File: src/rtl/pal_cfg_pkg.sv
// Shared types and helpers for the PAL configuration streamer.
// Only the PAL_CFG_CRC_EN build of pal_cfg_streamer uses crc8_step.
package pal_cfg_pkg;

   typedef enum logic [2:0] {
      ST_IDLE,
      ST_FETCH,
      ST_LOW,
      ST_HIGH,
      ST_FINISH
   } cfg_state_t;

   localparam logic [7:0] CRC8_POLY = 8'h07;

   // AND-plane carries true and complement of every input per product term.
   function automatic int cfg_bits_calc(input int n, input int p, input int m);
      return (2 * n * p) + (p * m);
   endfunction

   function automatic logic [7:0] crc8_step(input logic [7:0] crc, input logic din);
      logic fb;
      fb = crc[7] ^ din;
      return fb ? ({crc[6:0], 1'b0} ^ CRC8_POLY) : {crc[6:0], 1'b0};
   endfunction

endpackage

File: src/rtl/pal_cfg_streamer_if.sv
// Word handshake between the bitstream source and the PAL config streamer.
interface pal_cfg_streamer_if #(
   parameter int WORD_W = 8
);
   logic [WORD_W-1:0] word_data;
   logic              word_valid;
   logic              word_ready;

   modport master (output word_data, output word_valid, input word_ready);
   modport slave  (input word_data, input word_valid, output word_ready);
endinterface

File: src/rtl/pal_cfg_clkdiv.sv
// Half-period timer for cfg_clk: one-cycle tick every CLK_DIV clocks while enabled.
module pal_cfg_clkdiv #(
   parameter int CLK_DIV = 4
) (
   input  logic clk,
   input  logic res_n,
   input  logic en,
   output logic tick
);
   localparam int CW = (CLK_DIV > 1) ? $clog2(CLK_DIV) : 1;
   localparam logic [CW-1:0] RELOAD = CW'(CLK_DIV - 1);

   logic [CW-1:0] cnt;

   always_ff @(posedge clk or negedge res_n) begin
      if (!res_n) begin
         cnt <= RELOAD;
      end else if (!en || (cnt == '0)) begin
         cnt <= RELOAD;
      end else begin
         cnt <= cnt - 1'b1;
      end
   end

   assign tick = en && (cnt == '0);

endmodule

File: src/rtl/pal_cfg_streamer.sv
// Serializes parallel bitstream words MSB-first onto the PAL config pins.
// Build option PAL_CFG_CRC_EN adds crc_out, a CRC-8 of the bits clocked into the PAL.
//
//   state     | meaning
//   ----------+-----------------------------------------------------------
//   ST_IDLE   | waiting for start; cfg_en holds the result of the last load
//   ST_FETCH  | word_ready high, cfg_clk low, waiting for the next word
//   ST_LOW    | cfg_data presented, cfg_clk low for CLK_DIV cycles
//   ST_HIGH   | cfg_clk high for CLK_DIV cycles, PAL samples on the rise
//   ST_FINISH | one-cycle done pulse, raise cfg_en
module pal_cfg_streamer
   import pal_cfg_pkg::*;
#(
   parameter int WORD_W   = 8,
   parameter int CFG_BITS = cfg_bits_calc(8, 11, 6),
   parameter int CLK_DIV  = 4
) (
   input  logic                clk,
   input  logic                res_n,
   input  logic                start,
   pal_cfg_streamer_if.slave   word_if,
   output logic                busy,
   output logic                done,
   output logic                cfg_data,
   output logic                cfg_clk,
   output logic                cfg_en
`ifdef PAL_CFG_CRC_EN
   ,
   output logic [7:0]          crc_out
`endif
);
   localparam int CNT_W = $clog2(CFG_BITS + 1);
   localparam int IDX_W = (WORD_W > 1) ? $clog2(WORD_W) : 1;
   localparam logic [CNT_W-1:0] CNT_ONE  = CNT_W'(1);
   localparam logic [CNT_W-1:0] CNT_LAST = CNT_W'(CFG_BITS - 1);
   localparam logic [IDX_W-1:0] IDX_TOP  = IDX_W'(WORD_W - 1);

   cfg_state_t        state;
   logic [WORD_W-1:0] shreg;
   logic [WORD_W-1:0] shreg_nxt;
   logic [IDX_W-1:0]  bit_idx;
   logic [CNT_W-1:0]  bit_cnt;
   logic              word_ready_q;
   logic              half_en;
   logic              half_tick;

   assign word_if.word_ready = word_ready_q;
   assign half_en   = (state == ST_LOW) || (state == ST_HIGH);
   assign shreg_nxt = shreg << 1;

   pal_cfg_clkdiv #(.CLK_DIV(CLK_DIV)) u_clkdiv (
      .clk   (clk),
      .res_n (res_n),
      .en    (half_en),
      .tick  (half_tick)
   );

   always_ff @(posedge clk or negedge res_n) begin
      if (!res_n) begin
         state        <= ST_IDLE;
         shreg        <= '0;
         bit_idx      <= '0;
         bit_cnt      <= '0;
         word_ready_q <= 1'b0;
         busy         <= 1'b0;
         done         <= 1'b0;
         cfg_data     <= 1'b0;
         cfg_clk      <= 1'b0;
         cfg_en       <= 1'b0;
      end else begin
         done <= 1'b0;
         case (state)
            ST_IDLE: begin
               if (start) begin
                  state        <= ST_FETCH;
                  bit_cnt      <= '0;
                  cfg_en       <= 1'b0;
                  busy         <= 1'b1;
                  word_ready_q <= 1'b1;
               end
            end
            ST_FETCH: begin
               cfg_clk <= 1'b0;
               if (word_if.word_valid && word_ready_q) begin
                  shreg        <= word_if.word_data;
                  bit_idx      <= IDX_TOP;
                  cfg_data     <= word_if.word_data[WORD_W-1];
                  word_ready_q <= 1'b0;
                  state        <= ST_LOW;
               end
            end
            ST_LOW: begin
               if (half_tick) begin
                  cfg_clk <= 1'b1;
                  state   <= ST_HIGH;
               end
            end
            ST_HIGH: begin
               if (half_tick) begin
                  cfg_clk <= 1'b0;
                  bit_cnt <= bit_cnt + CNT_ONE;
                  // Leftover LSBs of a partial last word are simply dropped here.
                  if (bit_cnt == CNT_LAST) begin
                     state <= ST_FINISH;
                     done  <= 1'b1;
                  end else if (bit_idx == '0) begin
                     state        <= ST_FETCH;
                     word_ready_q <= 1'b1;
                  end else begin
                     shreg    <= shreg_nxt;
                     cfg_data <= shreg_nxt[WORD_W-1];
                     bit_idx  <= bit_idx - 1'b1;
                     state    <= ST_LOW;
                  end
               end
            end
            ST_FINISH: begin
               busy   <= 1'b0;
               cfg_en <= 1'b1;
               state  <= ST_IDLE;
            end
            default: state <= ST_IDLE;
         endcase
      end
   end

`ifdef PAL_CFG_CRC_EN
   // The LOW->HIGH step is the same edge on which cfg_clk rises at the PAL.
   always_ff @(posedge clk or negedge res_n) begin
      if (!res_n) begin
         crc_out <= 8'h00;
      end else if ((state == ST_IDLE) && start) begin
         crc_out <= 8'h00;
      end else if ((state == ST_LOW) && half_tick) begin
         crc_out <= crc8_step(crc_out, cfg_data);
      end
   end
`endif

endmodule

File: src/flat_wrapper.sv
// flat-port wrapper written by rule: the top's interface ports become plain ports
module pal_cfg_streamer_flat import pal_cfg_pkg::*;
#(
   parameter int WORD_W   = 8,
   parameter int CFG_BITS = cfg_bits_calc(8, 11, 6),
   parameter int CLK_DIV  = 4
)
  (clk, res_n, start, busy, done, cfg_data, cfg_clk, cfg_en, word_if_word_data, word_if_word_valid, word_if_word_ready);
  pal_cfg_streamer_if #(.WORD_W(WORD_W)) word_if_i ();
  input  logic clk;
  input  logic res_n;
  input  logic start;
  output logic busy;
  output logic done;
  output logic cfg_data;
  output logic cfg_clk;
  output logic cfg_en;
  input wire logic [$bits(word_if_i.word_data)-1:0] word_if_word_data;
  input wire logic [$bits(word_if_i.word_valid)-1:0] word_if_word_valid;
  output wire logic [$bits(word_if_i.word_ready)-1:0] word_if_word_ready;
  assign word_if_i.word_data = word_if_word_data;
  assign word_if_i.word_valid = word_if_word_valid;
  assign word_if_word_ready = word_if_i.word_ready;
  pal_cfg_streamer #(.WORD_W(WORD_W), .CFG_BITS(CFG_BITS), .CLK_DIV(CLK_DIV)) u_core (.clk(clk), .res_n(res_n), .start(start), .word_if(word_if_i), .busy(busy), .done(done), .cfg_data(cfg_data), .cfg_clk(cfg_clk), .cfg_en(cfg_en));
endmodule
File: config.mk
export PLATFORM = sky130hd
export DESIGN_NAME = pal_cfg_streamer_flat
export DESIGN_NICKNAME = d
export VERILOG_FILES = /design/src/rtl/pal_cfg_pkg.sv /design/src/rtl/pal_cfg_streamer_if.sv /design/src/rtl/pal_cfg_clkdiv.sv /design/src/rtl/pal_cfg_streamer.sv /design/src/flat_wrapper.sv
export SDC_FILE = /design/constraint.sdc
export NUM_CORES = 1
export LEC_CHECK = 0
export ABC_AREA = 1
export CORE_MARGIN = 3
export CORE_UTILIZATION = 45
export CTS_BUF_LIST = sky130_fd_sc_hd__clkbuf_4
export DETAILED_ROUTE_END_ITERATION = 8
export MAX_ROUTING_LAYER = met4
export PLACE_DENSITY = 0.77
export SYNTH_ARGS = -nofsm -noshare
export SYNTH_HDL_FRONTEND = slang
export SYNTH_SLANG_ARGS = --single-unit
File: constraint.sdc
create_clock -name clk -period 4.6 [get_ports clk]
set_input_delay 0.92 -clock clk [delete_from_list [all_inputs] [get_ports clk]]
set_output_delay 0.92 -clock clk [all_outputs]
set_load 0.005 [all_outputs]
=== Word-level counts from Yosys, hierarchy flattened ===
Index checks and enable logic that the tools add are counted.

* Word-level logic and storage cells: 86
* Output and inout port bits: 6
* Flip-flop bits (word level): 29
* Bits of input ports: 12

* Muxes and demuxes: 41
* Reductions and logical operators: 19
* Add/subtract/negate cells: 3
* Equality and inequality tests: 12

{| class="wikitable"
|+ Operator list
! kind !! count
|-
| $mux W7 || 4
|-
| $mux W3 || 9
|-
| $mux W8 || 2
|-
| $pmux W8 S2 || 1
|-
| $mux W1 || 15
|-
| $pmux W7 S2 || 1
|-
| $pmux W3 S4 || 1
|-
| $add A8 B1 Y8 const B || 1
|-
| $eq A8 B8 Y1 const B || 1
|-
| $ne A2 B2 Y1 const B || 4
|-
| $eq A3 B2 Y1 const B || 2
|-
| $logic_not A3 Y1 || 2
|-
| $ne A2 B1 Y1 const B || 3
|-
| $pmux W1 S2 || 3
|-
| $pmux W1 S3 || 2
|-
| $pmux W3 S2 || 1
|-
| $reduce_and A3 Y1 || 2
|-
| $reduce_and A6 Y1 || 1
|-
| $reduce_bool A2 Y1 || 3
|-
| $reduce_bool A3 Y1 || 2
|-
| $reduce_and A5 Y1 || 1
|-
| $mux W2 || 2
|-
| $reduce_and A4 Y1 || 1
|-
| $eq A3 B1 Y1 const B || 1
|-
| 8 further kinds || 10
|}

=== Logic depth before layout (Yosys ltp) ===
* Depth in word-level cells: 5
* Gate-level depth with buffers: 11
* Mapped depth without buffers: 10

=== Cells and area by module ===
Synthesis repeated with hierarchy kept, for this count alone.

* Cells, all modules: 221
* Area total of the unflattened synthesis: 1619.1 um^2

{| class="wikitable"
|+ By module, submodules not included
! module !! area each (um^2) !! times used !! cells an instance
|-
| pal_cfg_streamer || 1525.2 || 1 || 211
|-
| pal_cfg_clkdiv || 93.8 || 1 || 10
|}

=== Least setup slack after synthesis ===
OpenSTA, ideal clock, no wires.

* Path type: input to register
* Start: input word_if_word_valid
* End: register u_core.bit_idx[2]
* Slack: 3.015 ns
* Stages on the path: 8
* Library setup time: 0.117 ns
* Arrival time: 1.468 ns
* Buffers on the path: 1
* Cells stage by stage: nand2_1 -> nand3_1 -> nand2_2 -> inv_2 -> nand2_4 -> buf_6 -> nand2_1 -> nand2_1

* Cells in the longest elaborated chain, start to end: 3

{| class="wikitable"
|+ RTL lines
! what !! line !! source
|-
| start: declaration || flat_wrapper.sv:19 || <nowiki>input wire logic [$bits(word_if_i.word_valid)-1:0] word_if_word_valid;</nowiki>
|-
| $logic_and A1 B1 Y1 || pal_cfg_streamer.sv:84 || <nowiki>if (word_if.word_valid && word_ready_q) begin</nowiki>
|-
| $ne A2 B1 Y1 (no line) || n/a ||
|-
| $reduce_and A5 Y1 (no line) || n/a ||
|-
| end signal: assignment || pal_cfg_streamer.sv:112 || <nowiki>bit_idx <= bit_idx - 1'b1;</nowiki>
|-
| end: declaration || pal_cfg_streamer.sv:41 || <nowiki>logic [IDX_W-1:0] bit_idx;</nowiki>
|}

No other way between the ends.
A chain may end at the register's enable or synchronous reset.

=== Final worst setup path ===
* Start: register u_core.state[0]
* End: register u_core.bit_cnt[1]

* Cells in the longest elaborated chain, start to end: 5

{| class="wikitable"
|+ RTL lines
! what !! line !! source
|-
| start: declaration || pal_cfg_streamer.sv:38 || <nowiki>cfg_state_t state;</nowiki>
|-
| start signal: assignment || pal_cfg_streamer.sv:60 || <nowiki>state <= ST_IDLE;</nowiki>
|-
| start signal: assignment || pal_cfg_streamer.sv:75 || <nowiki>state <= ST_FETCH;</nowiki>
|-
| start signal: assignment || pal_cfg_streamer.sv:89 || <nowiki>state <= ST_LOW;</nowiki>
|-
| $eq A3 B2 Y1 (on tied branches) || pal_cfg_streamer.sv:48, pal_cfg_streamer.sv:72 ||
|-
| $logic_or A1 B1 Y1 || pal_cfg_streamer.sv:48 || <nowiki>assign half_en = (state == ST_LOW) || (state == ST_HIGH);</nowiki>
|-
| $logic_and A1 B1 Y1 || pal_cfg_clkdiv.sv:25 || <nowiki>assign tick = en && (cnt == '0);</nowiki>
|-
| $ne A2 B1 Y1 (no line) || n/a ||
|-
| $reduce_and A3 Y1 (no line) || n/a ||
|-
| end signal: assignment || pal_cfg_streamer.sv:101 || <nowiki>bit_cnt <= bit_cnt + CNT_ONE;</nowiki>
|-
| end: declaration || pal_cfg_streamer.sv:42 || <nowiki>logic [CNT_W-1:0] bit_cnt;</nowiki>
|}

Several ways; a longest one is shown, not always the timed one.

==> flow_metrics.py <==
metrics = {
    "outcome": {
        "outcome": "finished, final reports clean",
    },
    "drt": {
        "post-route-drc-count": 0,
        "drtAntennaViolNets": 0,
        "routed_wl_um": 3210,
        "drt-pass1-iter-count": 4,
        "drt-wirelength-per-cell_um": 11.2,
        "drt-initial-drc-count": 74,
        "via_per_inst": 4.99,
        "detailroute.via_count": 1428,
    },
    "timing": {
        "final.setup.tns_ns": 0,
        "number_of_max_slew_violations_in_the_final_report": 0,
        "timing.fmax_mhz": 444,
        "post-route-period-util": 0.490,
        "rsz_0062_raised_after_global_routing": "false",
        "min_period_ns": 2.25,
        "worst_pin_slew_ns": 0.825,
        "relSlewSlack": 0.449,
        "final_hold_viol_count": 0,
        "timing.clock.skew_ns": 0.0128,
        "report.final.setup_viol": 0,
    },
    "floorplan": {
        "coreArea_um2": 3470,
        "placementRows": 21,
        "die_h_um": 67.1,
        "fp.dieW_um": 67.1,
        "total_die_area_um2": 4510,
        "io_pins": 18,
        "start_util": 0.485,
    },
    "cells_and_area": {
        "layout-area-overhead-vs-synth_pct": 12.8,
        "fillCellCount": 355,
        "layout.cells.most_common": "nand2_1",
        "final_area_um2": 1900,
        "net_total_in_the_final_layout": 256,
        "layout-drive-gt1-share": 0.0958,
        "antenna_diodes": 0,
        "final_cell_mix": "nand2_1 (91), dfrtp_1 (27), nand3_1 (22), inv_1 (18), nor2_1 (18)",
    },
    "worst_setup_path": {
        "critical-path-top-cell-by-count": "nand2_1",
        "worstPathCellList": "nand2_2, nor2_2, inv_2, nand2_1, nand3_2, inv_1, nand2_1, o21ai_0",
        "critical_path_startpoint_category": "register",
        "launch_point_of_the_worst_path": "u_core.state[0]$_DFFE_PN0P_",
        "worstPathMaxFanout": 20,
        "r2r_start": "u_core.state[0]$_DFFE_PN0P_",
        "endpoint": "u_core.bit_cnt[1]$_DFFE_PN0P_",
        "slowest_stage": "nor2_2",
        "rr_worst_depth": 8,
        "cp-end-kind": "register",
        "arrival_time_of_data_at_the_critical_path_endpoint_ns": 2.51,
        "critical_path_s_largest_stage_delay_ns": 0.63,
        "reg2reg_to": "u_core.bit_cnt[1]$_DFFE_PN0P_",
        "crit_required_ns": 4.85,
        "timing.reg2reg.setup_slack_ns": 2.35,
        "timing_worst_setup_path_type": "reg2reg",
    },
    "power_and_ir_drop": {
        "internal_power_mw": 0.582,
        "post-layout-total-power_mw": 1.04,
        "switching_power_mw": 0.460,
        "p_comb_frac": 0.458,
        "clkPwrFrac": 0.153,
        "ir_drop_mv": 0.293,
        "pwr_density_cell_nw_per_um2": 549,
        "power_frac_seq": 0.389,
        "p_leak_nw": 0.969,
        "sw_frac_of_total": 0.442,
    },
    "global_route": {
        "grt_pass1_wl_um": 5750,
        "grt_usage": 0.172,
        "grt_antenna_before_repair": 0,
        "number_of_global_route_vias_before_repair": 1376,
        "grt_start_max_net_pins": 30,
        "grt-ovfl-total": 0,
    },
    "placed_design": {
        "place_area_um2": 1840,
        "numPortBuffers": 17,
        "place.detailed.hpwl_um": 2250,
        "gpl.final_weighted_congestion": 0.919,
    },
    "logic_synthesis": {
        "yosysSeqAreaShare": 0.433,
        "yosysUniqueCellTypes": 26,
        "asr_flop_ratio_synth": 1.00,
        "mappedNetlistNets": 239,
        "register_bit_count_reported_by_yosys": 29,
        "synth-edff-count": 0,
        "yosysWarningCount": 0,
        "synthesis.instances": 222,
        "synth_top_flop_cell": "dfrtp_1",
        "netlist_area_um2": 1680,
        "syn_avg_cell_area_um2": 7.57,
    },
    "clock_network": {
        "tritoncts": "built",
        "cts_made_buffers": 5,
        "clock-sinks": 29,
        "buffer_levels_on_the_longest_clock_path": 2,
        "clock_insertion_delay_worst_skew_ns": 0.33,
        "cts-resized-gates": 0,
        "cts-root-buf": "clkbuf_4",
        "cts_hold_buf": 0,
        "h_tree_depth_reported_by_cts": 2,
        "post-cts-setup-buffer-count": 0,
        "clk_pin_slew_worst_paths_ns": 0.09,
    },
    "min_path": {
        "worstHoldPathType": "reg2reg",
    },
    "flow_run": {
        "maxCapViolations": 0,
    },
}
## worst min path at each step
stage                                           from                          endpoint  slack [ns]  cells after the start
detailed placement  u_core.u_clkdiv.cnt[0]$_DFF_PN1_  u_core.u_clkdiv.cnt[0]$_DFF_PN1_        0.44                      1
CTS                 u_core.u_clkdiv.cnt[0]$_DFF_PN1_  u_core.u_clkdiv.cnt[0]$_DFF_PN1_        0.46                      1
floorplan           u_core.u_clkdiv.cnt[0]$_DFF_PN1_  u_core.u_clkdiv.cnt[0]$_DFF_PN1_        0.43                      1
global route        u_core.u_clkdiv.cnt[0]$_DFF_PN1_  u_core.u_clkdiv.cnt[0]$_DFF_PN1_        0.48                      1
finish              u_core.u_clkdiv.cnt[0]$_DFF_PN1_  u_core.u_clkdiv.cnt[0]$_DFF_PN1_        0.46                      1
global placement    u_core.u_clkdiv.cnt[0]$_DFF_PN1_  u_core.u_clkdiv.cnt[0]$_DFF_PN1_        0.44                      1
## flip-flops by register name, indices dropped and copies added (netlist names)
register and flops:
u_core.u_clkdiv.cnt 2, u_core.cfg_en 1, u_core.cfg_clk 1, u_core.bit_cnt 8
u_core.done 1, u_core.word_if.word_ready 1, u_core.state 3, u_core.bit_idx 3
u_core.shreg 7, u_core.busy 1, u_core.cfg_data 1
## layout make-up
type / count / area [um^2] / area share
multi-input combinational: 165 / 802 / 0.423
sequential: 29 / 728 / 0.384
tap: 46 / 57.6 / 0.0303
clock buffer: 7 / 52.6 / 0.0277
inverter: 20 / 75.1 / 0.0396
timing repair buffer: 18 / 178 / 0.0937
clock inverter: 1 / 3.75 / 0.00198
## power groups by stage
stage	registers (mW)	logic (mW)	clock network, mW
after floorplan	0.390	0.430	0
after global placement	0.406	0.464	0
after detailed placement	0.410	0.473	0
after CTS	0.406	0.482	0.164
after global routing	0.419	0.556	0.172
final	0.406	0.477	0.159
## metal layers
layer,vias up,routed length [um],GRT usage
met5,-,0,-
met4,0,34,0.0658
met3,4,167,0.0416
met2,34,1520,0.277
met1,665,1490,0.207
li1,725,-,-
## synthesized netlist by cell type, types with 2 or more instances
master | count | area (um^2)
buf_6 | 5 | 56.3
nand2_2 | 2 | 12.5
ha_1 | 5 | 62.6
dfrtp_1 | 27 | 676
inv_1 | 18 | 67.6
nor2_1 | 18 | 67.6
o21ai_0 | 7 | 35.0
xnor2_1 | 2 | 17.5
o21ai_2 | 4 | 35.0
nand3_1 | 22 | 110
nand3b_1 | 3 | 22.5
dfstp_2 | 2 | 52.6
buf_4 | 2 | 15.0
nand2_1 | 91 | 342
o21bai_1 | 2 | 15.0
inv_2 | 2 | 7.51
## metrics by stage
step,std cells,setup WS [ns],hold WS (ns),utilization
finish,286,2.35,0.456,0.547
global route,286,2.07,0.477,0.547
CTS,286,2.34,0.462,0.547
detailed placement,278,2.36,0.441,0.531
global placement,278,2.39,0.439,0.531
floorplan,222,3.02,0.428,-
## cell families (layout without fill, tap and decap cells)
group,Yosys count,count (layout),share of synthesized area
AND/OR/NAND/NOR,143,143,0.371
buffers and inverters,28,46,0.0900
AO/OA/AOI/OAI,15,15,0.0580
adder cells (fa/ha/maj),5,5,0.0372
XOR/XNOR,2,2,0.0104
flip-flops,29,29,0.433
## critical path: cells and delay by family, from the launching register on
family	cells	cell delay [ns]
simple gates	5	1.15
flops	1	0.49
buf+inv	2	0.47
compound gates	1	0.07
Power figures use the tool's default switching activity.
